### src/rtl/win_tally.sv
// win_tally: counts baccarat round outcomes as two-digit BCD tallies.
// A round is counted once per nonzero result, and only after the result has
// been seen at 00. The counted result is captured on entry to COUNT and
// committed on the edge that leaves COUNT, which also raises tally_pulse.
module win_tally (
    input  logic       slow_clock,
    input  logic       resetb,
    input  logic       player_win_light,
    input  logic       dealer_win_light,
    input  logic       clear_tally,
    output logic [7:0] pwins,
    output logic [7:0] dwins,
    output logic [7:0] ties,
    output logic [1:0] last_result,
    output logic       tally_pulse,
    output logic       sat
);

    typedef enum logic [1:0] {
        HOLD  = 2'd0,
        ARMED = 2'd1,
        COUNT = 2'd2
    } state_t;

    state_t     state;
    state_t     state_nx;
    logic [1:0] result;
    logic [1:0] pend;
    logic       count_en;
    logic       arm_load;

    assign result = {dealer_win_light, player_win_light};

    // Saturating two-digit BCD increment; 99 stays at 99.
    function automatic logic [7:0] bcd_inc(input logic [7:0] v);
        logic [7:0] r;
        if (v == 8'h99)
            r = v;
        else if (v[3:0] == 4'd9)
            r = {v[7:4] + 4'd1, 4'd0};
        else
            r = {v[7:4], v[3:0] + 4'd1};
        return r;
    endfunction

    // State register; clear forces HOLD, discarding any round in flight.
    always_ff @(posedge slow_clock or negedge resetb) begin
        if (!resetb)
            state <= HOLD;
        else if (clear_tally)
            state <= HOLD;
        else
            state <= state_nx;
    end

    // Next-state logic: wait for 00, then for a nonzero result, then count once.
    always_comb begin
        state_nx = state;
        unique case (state)
            HOLD:    if (result == 2'b00) state_nx = ARMED;
            ARMED:   if (result != 2'b00) state_nx = COUNT;
            COUNT:   state_nx = HOLD;
            default: state_nx = HOLD;
        endcase
    end

    // FSM outputs: capture the result on ARMED->COUNT, commit while in COUNT.
    always_comb begin
        count_en = (state == COUNT);
        arm_load = (state == ARMED) && (result != 2'b00);
    end

    // Holds the result that caused the transition into COUNT.
    always_ff @(posedge slow_clock or negedge resetb) begin
        if (!resetb)
            pend <= '0;
        else if (clear_tally)
            pend <= '0;
        else if (arm_load)
            pend <= result;
    end

    // Tallies, last result and the registered one-cycle tally pulse.
    always_ff @(posedge slow_clock or negedge resetb) begin
        if (!resetb) begin
            pwins       <= '0;
            dwins       <= '0;
            ties        <= '0;
            last_result <= '0;
            tally_pulse <= 1'b0;
        end else if (clear_tally) begin
            pwins       <= '0;
            dwins       <= '0;
            ties        <= '0;
            last_result <= '0;
            tally_pulse <= 1'b0;
        end else begin
            tally_pulse <= count_en;
            if (count_en) begin
                last_result <= pend;
                unique case (pend)
                    2'b01:   pwins <= bcd_inc(pwins);
                    2'b10:   dwins <= bcd_inc(dwins);
                    2'b11:   ties  <= bcd_inc(ties);
                    default: ;
                endcase
            end
        end
    end

    // Saturation flag straight from the registered counters.
    assign sat = (pwins == 8'h99) | (dwins == 8'h99) | (ties == 8'h99);

endmodule

### config.mk
export PLATFORM = sky130hd
export DESIGN_NAME = win_tally
export DESIGN_NICKNAME = d
export VERILOG_FILES = /design/src/rtl/win_tally.sv
export SDC_FILE = /design/constraint.sdc
export NUM_CORES = 1
export LEC_CHECK = 0
export CORE_AREA = 5 5 74 76
export DETAILED_ROUTE_END_ITERATION = 6
export DIE_AREA = 0 0 79 81
export PLACE_DENSITY_LB_ADDON = 0.08
export SYNTH_ARGS = -nofsm -noshare
export SYNTH_HDL_FRONTEND = slang
export SYNTH_SLANG_ARGS = --single-unit
### constraint.sdc
create_clock -name slow_clock -period 1.7 [get_ports slow_clock]
set_input_delay 0.255 -clock slow_clock [delete_from_list [all_inputs] [get_ports slow_clock]]
set_output_delay 0.255 -clock slow_clock [all_outputs]
set_load 0.005 [all_outputs]
==> results by group, run 1 <==
Synthesis
  • Synthesized area per cell: 9.96 um^2
  • Cell count after synthesis: ~180
  • Post-Syn Area: 1820 um^2
  • Seq cells post-synth: 31
  • Yosys warns: 0
  • Sequential share of the synthesized area: about 43%
  • Number of library cell types mapped by synthesis: between 40 and 50
  • Syn Nets: 200

STA
  • Slew Limit Fails: 0
  • Layout Skew: 0.00694 ns
  • Min Hold Slack: ~0.37 ns
  • Worst rel slew slack: about 72%
  • Min Tclk post-route: 1.78 ns
  • Tcrit/Tclk final: 105%
  • Worst-Margin Slew: ~0.41 ns
  • Max Fclk: 0.563 GHz
  • RSZ-0062 raised after global routing: yes
  • Hold Fails Final Rpt: 0
  • # setup viols final: 5
  • Setup slack after layout: -0.0772 ns

Finish
  • Final #Nets: 281
  • Diode count: 0
  • Share of cells above drive strength 1: 32.1%
  • Area occupied by multi-input gates: 1050 um^2
  • Fillcell total: 405
  • Layout area overhead: 51.7%
  • Fin area: 2770 um^2
  • Seq. cell area: 777 um^2

Worst setup path
  • Setup crit start: dwins[5]
  • Startpoint Class: register
  • Slowest CP cell: dfrtp_1
  • Largest delay share family, worst path: flip-flops
  • Worst path max stage delay: 0.37 ns
  • Worst Path Required: between 1 and 1.5 ns
  • Worst path buffer plus inverter count: 2
  • Reg2reg setup slack: -0.02 ns
  • Class of the most critical setup path: register to output pin
  • Worst Setup End Kind: output pin
  • Worst r2r src: dwins[1]
  • Worst-path maximum fanout: 2
  • Cells along the critical path: inv_2, ha_2, and3b_1, nor2b_4, a221o_1, buf_2
  • Reg2reg end: dwins[7]
  • R2R depth: 6
  • Crit path depth: 6
  • Worst path arrival time: approximately 1.5 ns
  • Worst Setup EP: sat

Clock network
  • CTS Buf Count: 5
  • CTS tree: yes
  • CTS Sinks: 31
  • H-tree levels: 2
  • Root Buffer: clkbuf_8
  • CTS max path bufs: 2
  • Clk pin slew, worst setup/hold paths: about 0.060 ns
  • Clk_lat worst skew: 0.28 ns

GRT
  • First-pass GRT wire length: 8310 um
  • Largest net degree at the start of global routing: 32
  • GR Overflow Total: 0
  • Number of global-route vias before repair: 1854
  • Antenna violations before repair: 0
  • GRT Total Usage: ~16%

Placed design
  • Placed Instance Area: 2470 um^2
  • GPL Wtd Cong: 0.836
  • Final HPWL DP: roughly 3400 um
  • # port buffers: 32
  • Placement Setup Slack: -0.133 ns

Power and ir drop
  • Max IR drop VDD: a little under 0.4 mV
  • P_sw: 0.000336 W
  • Reg power frac: 50.1%
  • Leak: 1.23 nW
  • Gate power share: 7.6%
  • Total Power: 0.00151 W
  • Clk pwr share: 42.3%
  • Net Sw Frac: 22.3%
  • Cell Pwr Density: 546 nW/um^2
  • Internal: about 0.0012 W

Worst hold path
  • Hold crit path type: input port to async pin

Run status
  • Status: complete, but fails checks
  • Failing checks: setup timing

Detailed routing
  • DR WL/cell: roughly 15 um
  • TritonRoute pass-1 iters: 4
  • DRT iter0 DRCs: 50
  • DRC Markers: 0
  • WL final: around 4700 um
  • ANT nets after route: 0
  • Total number of vias: approximately 1700
  • Vias per Instance: 5.28

Die
  • FP Rows: 25
  • Chip height: 81 um
  • Die outline width: approximately 80 um
  • I/O Pins: 33
  • Die footprint: roughly 6400 um^2
  • Starting density of the core: about 39%
  • Core area: about 4700 um^2

Run
  • Max Cap Viol: 0
## flip-flops by register name, indices dropped and copies added (netlist names)
name and flops:
dwins 8, last_result 2, pend 2, state 2, pwins 8, tally_pulse 1
ties 8
## cell usage after synthesis, drive strengths merged
library cell | instances | area [um^2]
nand4b | 2 | 17.5
nor3 | 2 | 10.0
nand4 | 1 | 6.26
buf | 5 | 33.8
and4bb | 2 | 25.0
mux2i | 2 | 20.0
a22oi | 1 | 7.51
ha | 12 | 150
or2 | 3 | 18.8
nand3b | 5 | 37.5
or4 | 11 | 82.6
and3b | 5 | 43.8
dfrtp | 31 | 776
a41oi | 1 | 8.76
nand3 | 6 | 30.0
nor4b | 2 | 17.5
nand4bb | 2 | 22.5
o31ai | 6 | 45.0
nand2 | 5 | 18.8
a221o | 1 | 10.0
o311ai | 2 | 17.5
nor4 | 3 | 18.8
mux2 | 7 | 78.8
nor2 | 13 | 48.8
nor2b | 6 | 37.5
nand2b | 5 | 31.3
o32ai | 2 | 17.5
a21o | 1 | 7.51
inv | 13 | 48.8
a21oi | 13 | 65.1
or3 | 1 | 6.26
clkbuf | 4 | 15.0
o22ai | 2 | 12.5
and4b | 1 | 10.0
a31oi | 1 | 6.26
o21ai | 4 | 20.0
## power groups by stage
stage	Combinational [W]	Clock, W	Sequential [W]
after floorplan	0.0000367	0	0.000772
after global placement	0.000110	0	0.000768
after detailed placement	0.000114	0	0.000769
after CTS	0.000115	0.000659	0.000755
after global routing	0.000128	0.000698	0.000757
final	0.000115	0.000639	0.000756
## worst reg2reg max path, stage by stage, from the launching register on
cell      delay, ns
dfrtp_1        0.37
inv_1          0.07
ha_1           0.17
nand3b_1       0.15
buf_4          0.21
or4_1          0.50
a21oi_1        0.16
## layout make-up
class	count	share of cell area, %
sequential	31	28.1
clock buffer	8	3.62
tap	54	2.44
inverter	13	1.76
multi-input combinational	130	38.1
timing repair buffer	83	26.0
## cells in the final DEF, fill, tap and decap left out, drive strengths merged, types with 2 or more instances in the layout
cell type,instances
mux2i,2
nor3,2
clkbuf,8
nor4b,2
nand3b,5
or4,11
and3b,5
o21ai,4
ha,12
a21oi,13
o22ai,2
nor4,3
and4bb,2
buf,52
nand4b,2
nand2b,5
dlymetal6s2s,2
nand4bb,2
dfrtp,31
o311ai,2
o31ai,6
nand2,5
o32ai,2
mux2,7
inv,13
nor2,13
clkdlybuf4s50,29
nor2b,6
or2,3
nand3,6
## cell families (layout without fill, tap and decap cells)
logic type                 after synthesis  in the layout  synth area share, %
AOI/OAI and AO/OA                       34             34                 11.9
adders and majority gates               12             12                 8.24
muxes                                    9              9                 5.42
and+or+nand+nor                         75             75                 26.5
DFF                                     31             31                 42.6
buffers and inverters                   22            104                 5.35
## metrics by stage
stage | cells | TNS [ns] | utilization (%)
2_1_floorplan | 183 | 0 | -
3_3_place_gp | 300 | -0.175 | 53.1
3_5_place_dp | 300 | -0.310 | 53.1
4_1_cts | 313 | -0.184 | 57.5
5_1_grt | 319 | -0.811 | 59.3
6_report | 319 | -0.128 | 59.3
## how the worst min path moves through the flow
stage              startpoint             end  slack, ns  depth (start not counted)
6_report               resetb         ties[2]       0.37                          2
5_1_grt                resetb         ties[2]       0.42                          2
3_3_place_gp   last_result[1]  last_result[1]       0.51                          2
2_1_floorplan          resetb        dwins[0]      -0.04                          0
4_1_cts                resetb         ties[2]       0.38                          2
3_5_place_dp   last_result[1]  last_result[1]       0.54                          2
## metal layers
layer | share of wire [%] | up-vias | track usage, %
li1 | - | 835 | -
met1 | 45 | 818 | 19.6
met2 | 51 | 24 | 28.8
met3 | 3.0 | 6 | 3.66
met4 | 0.80 | 0 | 3.95
met5 | 0 | - | 0
## repair_timing
item	4_1_cts	5_1_grt
hold buffers	0	0
endpoints found under the setup margin	8	15
resized for setup	19	10
pin swaps	4	4
setup buffers	5	6
No activity file was read; power rests on OpenSTA's default activity.
==> run 2, diff against run 1 <==
Settings changed: CTS_CLUSTER_DIAMETER set to 50, CTS_CLUSTER_SIZE set to 10.
==> results of run 2 <==
No change in the layout: final DEF, timing and power equal those of run 1.
==> run 3, diff against run 2 <==
Settings changed: GPL_ROUTABILITY_DRIVEN set to 0.
==> results of run 3 <==
No change in the layout: final DEF, timing and power equal those of run 1.
